===== config.mk =====
export PLATFORM = sky130hd
export DESIGN_NAME = otter_fetch_unit_flat
export DESIGN_NICKNAME = d
export VERILOG_FILES = /design/src/rtl/otter_pkg.sv /design/src/rtl/otter_fetch_unit_if.sv /design/src/rtl/otter_fetch_unit_chk.sv /design/src/rtl/otter_sync_fifo.sv /design/src/rtl/otter_fetch_unit.sv /design/src/flat_wrapper.sv
export SDC_FILE = /design/constraint.sdc
export NUM_CORES = 1
export LEC_CHECK = 0
export ABC_AREA = 1
export CAP_MARGIN = 20
export CORE_MARGIN = 2
export CORE_UTILIZATION = 55
export CTS_CLUSTER_DIAMETER = 30
export DETAILED_ROUTE_END_ITERATION = 12
export PLACE_DENSITY = 0.78
export REMOVE_ABC_BUFFERS = 1
export SLEW_MARGIN = 30
export SYNTH_ARGS = -nofsm -noshare
export SYNTH_HDL_FRONTEND = slang
export SYNTH_SLANG_ARGS = --single-unit

===== constraint.sdc =====
create_clock -name CLK -period 3.7 [get_ports CLK]
set_clock_uncertainty 0.15 [all_clocks]
set_input_delay 0.74 -clock CLK [delete_from_list [all_inputs] [get_ports CLK]]
set_output_delay 0.74 -clock CLK [all_outputs]
set_load 0.02 [all_outputs]

===== src/rtl/otter_pkg.sv =====
// Shared OTTER definitions: reset vector, instruction encodings and the
// fetch queue entry format used between fetch and decode.
package otter_pkg;

  localparam logic [31:0] OTTER_RESET_VEC = 32'h0000_0000;

  typedef enum logic [6:0] {
    OP_LUI    = 7'b0110111,
    OP_AUIPC  = 7'b0010111,
    OP_JAL    = 7'b1101111,
    OP_JALR   = 7'b1100111,
    OP_BRANCH = 7'b1100011,
    OP_LOAD   = 7'b0000011,
    OP_STORE  = 7'b0100011,
    OP_IMM    = 7'b0010011,
    OP_REG    = 7'b0110011,
    OP_SYS    = 7'b1110011
  } opcode_t;

  typedef struct packed {
    logic [24:0] fields;
    opcode_t     opcode;
  } instr_t;

  typedef struct packed {
    logic [31:0] ir;
    logic [31:0] pc;
  } if_entry_t;

endpackage


===== src/rtl/otter_fetch_unit_if.sv =====
// Bundle of the fetch unit's redirect, memory port 1 and decode handshake
// signals. The fetch unit takes the master side; memory/decode/execute the slave.
interface otter_fetch_unit_if;
  import otter_pkg::*;

  logic        REDIRECT;
  logic [31:0] REDIRECT_PC;
  logic        MEM_RDEN1;
  logic [13:0] MEM_ADDR1;
  logic [31:0] MEM_DOUT1;
  logic        IF_VALID;
  logic        IF_READY;
  logic [31:0] IF_IR;
  logic [31:0] IF_PC;
  logic [31:0] IF_PC_INC;

  modport master (
    input  REDIRECT, REDIRECT_PC, MEM_DOUT1, IF_READY,
    output MEM_RDEN1, MEM_ADDR1, IF_VALID, IF_IR, IF_PC, IF_PC_INC
  );

  modport slave (
    output REDIRECT, REDIRECT_PC, MEM_DOUT1, IF_READY,
    input  MEM_RDEN1, MEM_ADDR1, IF_VALID, IF_IR, IF_PC, IF_PC_INC
  );

endinterface


===== src/rtl/otter_fetch_unit_chk.sv =====
// Invariant checks for the fetch queue: occupancy bound and no overflow push.
module otter_fetch_unit_chk #(
  parameter  int DEPTH = 4,
  localparam int CW    = $clog2(DEPTH + 1)
) (
  input logic          clk,
  input logic          rst_n,
  input logic [CW-1:0] count,
  input logic          push,
  input logic          pop,
  input logic          full
);

  a_count_bound: assert property (@(posedge clk) disable iff (!rst_n)
    count <= CW'(DEPTH));

  a_no_overflow: assert property (@(posedge clk) disable iff (!rst_n)
    !(push && full && !pop));

endmodule


===== src/rtl/otter_sync_fifo.sv =====
// Small synchronous FIFO with flush. Occupancy is exported so the owner can
// run credit-based flow control; push/pop at the same time keep count steady.
module otter_sync_fifo #(
  parameter  int WIDTH = 64,
  parameter  int DEPTH = 4,
  localparam int AW    = $clog2(DEPTH),
  localparam int CW    = $clog2(DEPTH + 1)
) (
  input  logic             clk,
  input  logic             rst_n,
  input  logic             push,
  input  logic             pop,
  input  logic             flush,
  input  logic [WIDTH-1:0] wdata,
  output logic [WIDTH-1:0] rdata,
  output logic [CW-1:0]    count,
  output logic             empty,
  output logic             full
);

  logic [WIDTH-1:0] mem_r [DEPTH];
  logic [AW-1:0]    wr_ptr_r;
  logic [AW-1:0]    rd_ptr_r;
  logic [CW-1:0]    count_r;

  // Pointer and occupancy update; flush overrides any push or pop.
  always_ff @(posedge clk or negedge rst_n) begin
    if (!rst_n) begin
      wr_ptr_r <= '0;
      rd_ptr_r <= '0;
      count_r  <= '0;
    end else if (flush) begin
      wr_ptr_r <= '0;
      rd_ptr_r <= '0;
      count_r  <= '0;
    end else begin
      if (push) wr_ptr_r <= wr_ptr_r + AW'(1);
      if (pop)  rd_ptr_r <= rd_ptr_r + AW'(1);
      case ({push, pop})
        2'b10:   count_r <= count_r + CW'(1);
        2'b01:   count_r <= count_r - CW'(1);
        default: count_r <= count_r;
      endcase
    end
  end

  // Entry storage; a write during flush is dropped along with the queue.
  always_ff @(posedge clk or negedge rst_n) begin
    if (!rst_n) begin
      for (int i = 0; i < DEPTH; i++) mem_r[i] <= '0;
    end else if (push && !flush) begin
      mem_r[wr_ptr_r] <= wdata;
    end
  end

  assign rdata = mem_r[rd_ptr_r];
  assign count = count_r;
  assign empty = (count_r == CW'(0));
  assign full  = (count_r == CW'(DEPTH));

endmodule


===== src/rtl/otter_fetch_unit.sv =====
// OTTER instruction fetch front end: owns the PC, issues reads to memory
// port 1 (one cycle latency), buffers returns in a prefetch queue and hands
// {IR, PC, PC+4} to decode. A redirect flushes the queue and the in-flight read.
module otter_fetch_unit
  import otter_pkg::*;
#(
  parameter int          DEPTH     = 4,
  parameter logic [31:0] RESET_VEC = OTTER_RESET_VEC
) (
  input logic                 CLK,
  input logic                 RST_N,
  otter_fetch_unit_if.master  bus
);

  localparam int CW = $clog2(DEPTH + 1);

  logic [31:0] fetch_pc_r;
  logic        inflight_r;
  logic [31:0] inflight_pc_r;

  logic [31:0] issue_addr_s;
  logic [CW:0] credit_s;
  logic        issue_s;
  logic        push_s;
  logic        pop_s;
  logic        valid_s;
  logic [CW-1:0] count_s;
  logic        fifo_empty_s;
  logic        fifo_full_s;
  if_entry_t   push_entry_s;
  if_entry_t   head_entry_s;

  // Per-cycle issue, capture and dequeue decisions. Credits count both
  // queued entries and the read in flight so a return always has a slot.
  always_comb begin
    credit_s = {1'b0, count_s} + {{CW{1'b0}}, inflight_r};
    if (bus.REDIRECT) begin
      issue_addr_s = bus.REDIRECT_PC & 32'hFFFF_FFFC;
    end else begin
      issue_addr_s = fetch_pc_r;
    end
    issue_s = RST_N && (bus.REDIRECT || (credit_s < (CW + 1)'(DEPTH)));
    push_s  = inflight_r && !bus.REDIRECT;
    valid_s = RST_N && !fifo_empty_s && !bus.REDIRECT;
    pop_s   = valid_s && bus.IF_READY;
  end

  assign push_entry_s = '{ir: bus.MEM_DOUT1, pc: inflight_pc_r};

  // Memory and decode outputs; address and data are parked during reset.
  always_comb begin
    bus.MEM_RDEN1 = issue_s;
    bus.IF_VALID  = valid_s;
    if (RST_N) begin
      bus.MEM_ADDR1 = issue_addr_s[15:2];
      bus.IF_IR     = head_entry_s.ir;
      bus.IF_PC     = head_entry_s.pc;
      bus.IF_PC_INC = head_entry_s.pc + 32'd4;
    end else begin
      bus.MEM_ADDR1 = RESET_VEC[15:2];
      bus.IF_IR     = 32'd0;
      bus.IF_PC     = 32'd0;
      bus.IF_PC_INC = 32'd0;
    end
  end

  // Program counter and in-flight read tracking.
  always_ff @(posedge CLK or negedge RST_N) begin
    if (!RST_N) begin
      fetch_pc_r    <= RESET_VEC;
      inflight_r    <= 1'b0;
      inflight_pc_r <= RESET_VEC;
    end else begin
      inflight_r <= issue_s;
      if (issue_s) begin
        fetch_pc_r    <= issue_addr_s + 32'd4;
        inflight_pc_r <= issue_addr_s;
      end
    end
  end

  otter_sync_fifo #(
    .WIDTH ($bits(if_entry_t)),
    .DEPTH (DEPTH)
  ) u_fifo (
    .clk   (CLK),
    .rst_n (RST_N),
    .push  (push_s),
    .pop   (pop_s),
    .flush (bus.REDIRECT),
    .wdata (push_entry_s),
    .rdata (head_entry_s),
    .count (count_s),
    .empty (fifo_empty_s),
    .full  (fifo_full_s)
  );

  otter_fetch_unit_chk #(
    .DEPTH (DEPTH)
  ) u_chk (
    .clk   (CLK),
    .rst_n (RST_N),
    .count (count_s),
    .push  (push_s),
    .pop   (pop_s),
    .full  (fifo_full_s)
  );

endmodule


===== src/flat_wrapper.sv =====
// flat-port wrapper written by rule: the top's interface ports become plain ports
module otter_fetch_unit_flat import otter_pkg::*;
#(
  parameter int          DEPTH     = 4,
  parameter logic [31:0] RESET_VEC = OTTER_RESET_VEC
)
  (CLK, RST_N, bus_REDIRECT, bus_REDIRECT_PC, bus_MEM_DOUT1, bus_IF_READY, bus_MEM_RDEN1, bus_MEM_ADDR1, bus_IF_VALID, bus_IF_IR, bus_IF_PC, bus_IF_PC_INC);
  otter_fetch_unit_if bus_i ();
  input logic CLK;
  input logic RST_N;
  input wire logic [$bits(bus_i.REDIRECT)-1:0] bus_REDIRECT;
  input wire logic [$bits(bus_i.REDIRECT_PC)-1:0] bus_REDIRECT_PC;
  input wire logic [$bits(bus_i.MEM_DOUT1)-1:0] bus_MEM_DOUT1;
  input wire logic [$bits(bus_i.IF_READY)-1:0] bus_IF_READY;
  output wire logic [$bits(bus_i.MEM_RDEN1)-1:0] bus_MEM_RDEN1;
  output wire logic [$bits(bus_i.MEM_ADDR1)-1:0] bus_MEM_ADDR1;
  output wire logic [$bits(bus_i.IF_VALID)-1:0] bus_IF_VALID;
  output wire logic [$bits(bus_i.IF_IR)-1:0] bus_IF_IR;
  output wire logic [$bits(bus_i.IF_PC)-1:0] bus_IF_PC;
  output wire logic [$bits(bus_i.IF_PC_INC)-1:0] bus_IF_PC_INC;
  assign bus_i.REDIRECT = bus_REDIRECT;
  assign bus_i.REDIRECT_PC = bus_REDIRECT_PC;
  assign bus_i.MEM_DOUT1 = bus_MEM_DOUT1;
  assign bus_i.IF_READY = bus_IF_READY;
  assign bus_MEM_RDEN1 = bus_i.MEM_RDEN1;
  assign bus_MEM_ADDR1 = bus_i.MEM_ADDR1;
  assign bus_IF_VALID = bus_i.IF_VALID;
  assign bus_IF_IR = bus_i.IF_IR;
  assign bus_IF_PC = bus_i.IF_PC;
  assign bus_IF_PC_INC = bus_i.IF_PC_INC;
  otter_fetch_unit #(.DEPTH(DEPTH), .RESET_VEC(RESET_VEC)) u_core (.CLK(CLK), .RST_N(RST_N), .bus(bus_i));
endmodule

==> impl_results.md, run 1 <==
- Status: complete, but fails checks
- Violated checks: negative setup slack
- Number of endpoints failing setup at the final stage: 5
- Max-cap viol count: 0
- Number of unique standard cell types used by synthesis: 44
- H-tree depth reported by CTS: 3
- Per-cell via count in the routed design: 5.65
- Post-layout net count: 2616
- Dominant register cell in the synthesized netlist: dfrtp_1
- Req. time, crit path: 2.81 ns
- Final estimated routing congestion in global placement: 0.909
- Syn. warnings: 0
- Worst Setup Slack post-DPL: 0.00907 ns
- Count of port buffers added during placement: 173
- Maximum number of pins on one net before global-route repair: 125
- Peak ir drop on the vdd network: 0.000451 V
- Count of hold buffers inserted by post-cts repair: 0
- Class of the worst hold path: input port to async pin
- Internal power: 11.2 mW
- CTS Sinks: 316
- Per-cell routed wire length: 17.3 microns
- Fraction of power consumed by combinational cells: 0.283
- Antenna violations before repair: 0
- Core footprint: 0.0297 sq mm
- Routed wire length: 51600 microns
- Cell chosen for the clock root: clkbuf_16
- Family with the most delay on the worst path: simple AND/OR/NAND/NOR gates
- Cell count after placement: 2827
- Vias in the first global route: 16200
- Buffers from clock root to sink, at most: 3
- Wire length of the first global-routing pass: 79300 microns
- Setup crit start kind: register
- DRC viols: 0
- Arrival time reported for the critical path endpoint: 2.88 ns
- Critical Path, Cell by Cell: clkinv_8, buf_4, buf_16, nand2_1, nand2_1, nand2_1, nand2_2, nand2_1, nor2_1, nand2_1, nor2_1, nand2_1, nand2_1, nand2_1, nor2_1, buf_4
- Clk pwr share: 0.406
- Area growth from synthesis to layout: 35.5%
- Share of the cycle needed by the critical path after routing: 1.02
- Total overflow reported by the global router: 0
- First drt pass iteration count: 6
- Async set or reset register ratio after synthesis: 1.00
- Cell area reported after detailed placement: 0.0190 sq mm
- Net switching fraction of the power: 0.332
- Total via count after detailed routing: 16900
- Total CTS buffers: 70
- Measured slew at the worst slew-check pin: 0.646 ns
- Worst slew margin relative to its limit: 0.570
- Setup TNS after final layout: -0.193 ns
- Area of the die: 0.0317 sq mm
- Antenna cells: 0
- Critical path endpoint category: output pin
- Part of the total power dissipated in sequential elements: 0.311
- Floorplan die height: 178 microns
- Count of non-filler cells in the finished layout: 2986
- Number of buffers and inverters on the critical path: 4
- Final hold vios: 0
- Sequential-to-total area share from yosys stat: 0.475
- Unrepaired setup endpoints after global routing: true
- Number of synthesized register bits: 316
- Clock latency at the later pin of the worst-skew pair: 0.57 ns
- Upper clock frequency limit: 0.265 GHz
- Min Tclk post-route: 3.77 ns
- Antenna violation net count after detailed routing: 0
- Number of pins exceeding their max-slew limit in the final report: 0
- Initial DRC count: 1681
- Power per unit of standard cell area: 746 mW/mm^2
- Critical-path cell with the highest stage delay: dfrtp_4
- Number of placement rows: 63
- Setup ws final: -0.0749 ns
- EDFF count, synth: 0
- Number of placed I/O pins: 180
- Clock-pin slew on the worst setup and hold paths: 0.05 ns
- Cell type with the highest occurrence count on the critical path: nand2_1
- Mapped Area: 0.0166 sq mm
- Static leakage power: 10.9 nW
- Class of the most critical setup path: register to output pin
- Share of final-layout standard cells stronger than drive strength 1: 0.168
- Starting Density: 0.560
- Post-DP HPWL: 29400 microns
- Final worst hold slack: 0.0439 ns
- Crit Path Max Fanout: 16
- Die Wd: 178 microns
- GRT Total Usage: 0.315
- Fill cell instance count of the final layout: 2051
- Syn Inst Count: 2312
- Area of all placed cells without fillers: 0.0226 sq mm
- Average cell area after synthesis: 7.20 sq um
- Worst stage delay on the critical path: 0.52 ns
- TritonCTS clock tree: done
- Total net switching power: 5.60 mW
-- metrics by stage --
stage | utilization | total power [mW]
detailed placement | 0.640 | 9.39
CTS | 0.735 | 16.4
global route | 0.759 | 17.7
floorplan | - | 7.65
global placement | 0.640 | 9.21
finish | 0.759 | 16.8
-- sequential cells by signal (all words and copies together) (netlist names) --
signal and count:
u_core.u_fifo.count 3, u_core.u_fifo.wr_ptr_r 2, u_core.u_fifo.mem_r 248, u_core.inflight_r 1
u_core.inflight_pc_r 30, u_core.fetch_pc_r 30, u_core.u_fifo.rd_ptr_r 2
-- layout by cell type, fill, tap and decap left out, types with 19 or more instances in the layout --
cell type | netlist | layout
dfrtp_1 | 316 | 314
inv_1 | 165 | 163
nor2_4 | 6 | 31
buf_4 | 9 | 91
o21ai_0 | 350 | 346
clkdlybuf4s50_1 | 0 | 121
a21oi_1 | 55 | 52
nand2_1 | 777 | 714
clkbuf_16 | 0 | 77
o21ai_1 | 15 | 19
nand2_2 | 8 | 62
nand3_1 | 90 | 85
nor2_1 | 302 | 252
nor2_2 | 9 | 34
-- area by class of cell --
| class | instances | area (sq um) | share of cell area |
|---|---|---|---|
| multi-input combinational | 1691 | 7920 | 0.351 |
| timing repair buffer | 287 | 2950 | 0.131 |
| clock buffer | 87 | 1970 | 0.0873 |
| inverter | 175 | 676 | 0.0299 |
| tap | 390 | 488 | 0.0216 |
| sequential | 316 | 7910 | 0.351 |
| clock inverter | 40 | 647 | 0.0287 |
-- power groups by stage --
stage,logic [mW],registers (mW),clock network [mW]
6_report,4.77,5.23,6.83
5_1_grt,5.29,5.34,7.06
4_1_cts,4.36,5.19,6.88
3_5_place_dp,4.20,5.19,0
3_3_place_gp,4.07,5.14,0
2_1_floorplan,2.56,5.09,0
-- cells in the mapped netlist (2+ instances only) --
cell | instances | area share
o211ai_1 | 8 | 0.0036
nor3_1 | 3 | 0.00090
dfrtp_1 | 316 | 0.47
nor2_4 | 6 | 0.0041
a31oi_1 | 3 | 0.0011
nand3b_1 | 2 | 0.00090
nor2_1 | 302 | 0.068
o21ai_2 | 10 | 0.0053
nand2_1 | 777 | 0.18
buf_6 | 10 | 0.0068
nor2_2 | 9 | 0.0034
o21bai_1 | 2 | 0.00090
o21a_1 | 6 | 0.0027
o221ai_1 | 5 | 0.0026
clkbuf_1 | 52 | 0.012
o21ai_1 | 15 | 0.0045
o21ai_0 | 350 | 0.11
inv_1 | 165 | 0.037
buf_1 | 7 | 0.0016
nand2_2 | 8 | 0.0030
inv_2 | 7 | 0.0016
nand3_1 | 90 | 0.027
buf_2 | 54 | 0.016
buf_4 | 9 | 0.0041
xor2_1 | 6 | 0.0032
nand4_1 | 10 | 0.0038
a21oi_1 | 55 | 0.017
or2_2 | 2 | 0.00075
o22ai_1 | 2 | 0.00075
clkinv_1 | 2 | 0.00045
ha_1 | 6 | 0.0045
-- layer usage --
metal	vias up	wire length, microns	global-route usage
li1	7828	-	-
met5	-	0	0
met1	7999	20200	0.391
met4	0	2460	0.155
met2	850	24800	0.533
met3	184	4210	0.0567
-- path summary, 6_finish.rpt --
kind,slack (ns),depth (start not counted),endpoint,from
worst max-delay path,-0.07,16,bus_IF_PC_INC[28],u_core.u_fifo.rd_ptr_r[0]
worst min-delay path,0.04,2,u_core.u_fifo.mem_r[182],RST_N
worst max register to register,1.46,12,u_core.u_fifo.count[2],u_core.u_fifo.count[0]
worst min register to register,0.33,2,u_core.fetch_pc_r[3],u_core.fetch_pc_r[3]
max in group asynchronous,2.34,3,u_core.fetch_pc_r[15],RST_N
min in group CLK,0.33,2,u_core.fetch_pc_r[3],u_core.fetch_pc_r[3]
-- logic make-up (layout without fill, tap and decap cells) --
group / after synthesis / count (layout) / synth area share
fa+ha+maj: 7 / 7 / 0.00571
buf+inv: 308 / 589 / 0.0809
simple gates: 1214 / 1214 / 0.289
flops: 316 / 316 / 0.475
xor+xnor: 6 / 6 / 0.00316
compound gates: 460 / 460 / 0.146
other cells: 1 / 4 / 0.000225
-- worst reg2reg max path: cells and delay by family (launching register included) --
kind / cells / cell delay [ns]
simple gates: 5 / 0.51
flops: 1 / 0.39
xor+xnor: 2 / 0.36
compound gates: 1 / 0.09
fa+ha+maj: 1 / 0.39
buf+inv: 3 / 0.23
-- what timing repair did --
item,CTS,global route
endpoints found under the hold margin,0,0
endpoints found under the setup margin,31,49
pin swaps,6,43
gates resized for setup,154,171
cloned,3,5
setup buffers,4,20
Power figures use the tool's default switching activity.
==> run 2: changes to the inputs <==
==> constraint.sdc (replaced) <==
create_clock -name CLK -period 3.7 [get_ports CLK]
set_clock_uncertainty 0.15 [all_clocks]
set_input_delay 0.37 -clock CLK [delete_from_list [all_inputs] [get_ports CLK]]
set_output_delay 0.37 -clock CLK [all_outputs]
set_load 0.02 [all_outputs]
==> run 2 against run 1 <==
The run now ends clean. Sequential share of layout area rose by 2.2 points. Count of clock-buffer cells in the layout grew 4. Combinational power down 14%. Die area is the same. Largest power group unchanged. Flip-flop and latch count unchanged. Wire length fell by 7.2%. Highest routed layer unchanged. Core utilization is 4.4 points lower.
==> impl_results.md, run 2 (synthesized netlist as in run 1, its figures left out) <==
- Status: finished clean
- Clock latency at the later pin of the worst-skew pair: 0.55 ns
- Share of the cycle needed by the critical path after routing: 0.996
- Class of the worst hold path: input port to async pin
- Arrival time reported for the critical path endpoint: 3.16 ns
- Vias in the first global route: 15700
- Wire length of the first global-routing pass: 76900 microns
- Starting Density: 0.560
- First drt pass iteration count: 7
- Setup TNS after final layout: 0 ns
- Area growth from synthesis to layout: 27.6%
- Unrepaired setup endpoints after global routing: true
- Maximum number of pins on one net before global-route repair: 73
- Clock-pin slew on the worst setup and hold paths: 0.05 ns
- TritonCTS clock tree: done
- Peak ir drop on the vdd network: 0.000380 V
- Number of endpoints failing setup at the final stage: 0
- Count of port buffers added during placement: 173
- Final hold vios: 0
- Crit Path Max Fanout: 14
- Area of all placed cells without fillers: 0.0213 sq mm
- Min Tclk post-route: 3.68 ns
- Antenna violations before repair: 0
- Core footprint: 0.0297 sq mm
- Per-cell via count in the routed design: 5.56
- Routed wire length: 47900 microns
- GRT Total Usage: 0.305
- Static leakage power: 10.2 nW
- Fill cell instance count of the final layout: 2238
- Buffers from clock root to sink, at most: 3
- Upper clock frequency limit: 0.271 GHz
- Critical path endpoint category: output pin
- Overall Power: 16.1 mW
- Final estimated routing congestion in global placement: 0.918
- Total via count after detailed routing: 16300
- Most flops, register: u_core.u_fifo.mem_r
- Post-DP HPWL: 30100 microns
- Initial DRC count: 1426
- Class of the most critical setup path: register to output pin
- Antenna cells: 0
- Worst slew margin relative to its limit: 0.500
- Number of placement rows: 63
- Die Wd: 178 microns
- Cell chosen for the clock root: clkbuf_16
- Flip-flop count of the largest register after layout: 248
- Area of the die: 0.0317 sq mm
- H-tree depth reported by CTS: 3
- Req. time, crit path: 3.18 ns
- Total CTS buffers: 74
- DRC viols: 0
- Setup crit start kind: register
- Measured slew at the worst slew-check pin: 0.750 ns
- Cell area reported after detailed placement: 0.0186 sq mm
- Number of pins exceeding their max-slew limit in the final report: 0
- CTS Sinks: 316
- Antenna violation net count after detailed routing: 0
- Share of final-layout standard cells stronger than drive strength 1: 0.102
- Post-layout net count: 2552
- Commonest non-fill, non-tap cell in the layout: nand2_1
- Most frequent cells in the layout: 769 x nand2_1, 350 x o21ai_0, 314 x dfrtp_1
- Floorplan die height: 178 microns
- Largest registers ranked by flip-flop count: u_core.u_fifo.mem_r (248), u_core.fetch_pc_r (30), u_core.inflight_pc_r (30)
- Max-cap viol count: 0
- Per-cell routed wire length: 16.4 microns
- Power per unit of standard cell area: 756 mW/mm^2
- Number of placed I/O pins: 180
- Total overflow reported by the global router: 0
run 2: cell type report:
cell class / instances / area (sq um) / share of cell area
sequential: 316 / 7910 / 0.372
timing repair buffer: 219 / 2080 / 0.0978
clock inverter: 42 / 604 / 0.0284
clock buffer: 91 / 2000 / 0.0940
multi-input combinational: 1691 / 7500 / 0.353
tap: 390 / 488 / 0.0230
inverter: 175 / 666 / 0.0313
run 2: repair_timing:
| action | in CTS | in global routing |
|---|---|---|
| hold buffers | 1 | 0 |
| gates resized for setup | 35 | 52 |
| endpoints found under the hold margin | 74 | 0 |
| endpoints found under the setup margin | 23 | 25 |
| pin swaps | 2 | 2 |
| setup buffers | 0 | 1 |
run 2: critical path: stages (launching register included):
cell             delay, ns
dfrtp_4               0.48
buf_6                 0.19
nand2_1               0.11
nand2_1               0.10
nand2_1               0.06
nand2_1               0.11
ha_1                  0.18
inv_1                 0.10
nor2_4                0.16
nand2_1               0.14
nor2_4                0.20
nand4_1               0.22
nand2_1               0.12
nand2_1               0.05
nor2_1                0.12
clkdlybuf4s15_2       0.27
run 2: stage by stage:
step / setup slack, ns / hold WS, ns / cells / utilization
2_1_floorplan: -1.65 / -0.0756 / 2182 / -
3_3_place_gp: 0.247 / 0.0803 / 2789 / 0.627
3_5_place_dp: 0.225 / 0.0784 / 2789 / 0.627
4_1_cts: 0.00539 / 0.0914 / 2923 / 0.714
5_1_grt: -0.136 / 0.108 / 2924 / 0.715
6_report: 0.0156 / 0.0914 / 2924 / 0.715
run 2: worst paths after layout:
kind / end / slack [ns] / start / cells past startpoint
max in group asynchronous: u_core.u_fifo.rd_ptr_r[0] / 1.83 / RST_N / 4
min reg2reg: u_core.u_fifo.mem_r[58] / 0.33 / u_core.u_fifo.mem_r[58] / 2
min in group CLK: u_core.u_fifo.rd_ptr_r[0] / 0.26 / bus_REDIRECT / 4
min: u_core.u_fifo.mem_r[181] / 0.09 / RST_N / 2
max: bus_IF_PC_INC[20] / 0.02 / u_core.u_fifo.rd_ptr_r[0] / 15
max reg2reg: u_core.u_fifo.count[2] / 1.43 / u_core.u_fifo.count[2] / 12
run 2: where the power goes:
group	internal [mW]	switching, mW
Sequential	4.58	0.627
Clock	4.74	2.02
Combinational	1.49	2.61
Total	10.8	5.26
run 2: per-layer routing:
| metal | routed length [microns] | vias up | part of all wire | global-route usage |
|---|---|---|---|---|
| met5 | 0 | - | 0 | 0 |
| met4 | 2160 | 0 | 0.045 | 0.158 |
| met3 | 3820 | 149 | 0.080 | 0.0599 |
| met2 | 22600 | 752 | 0.47 | 0.500 |
| met1 | 19400 | 7652 | 0.40 | 0.386 |
| li1 | - | 7707 | - | - |
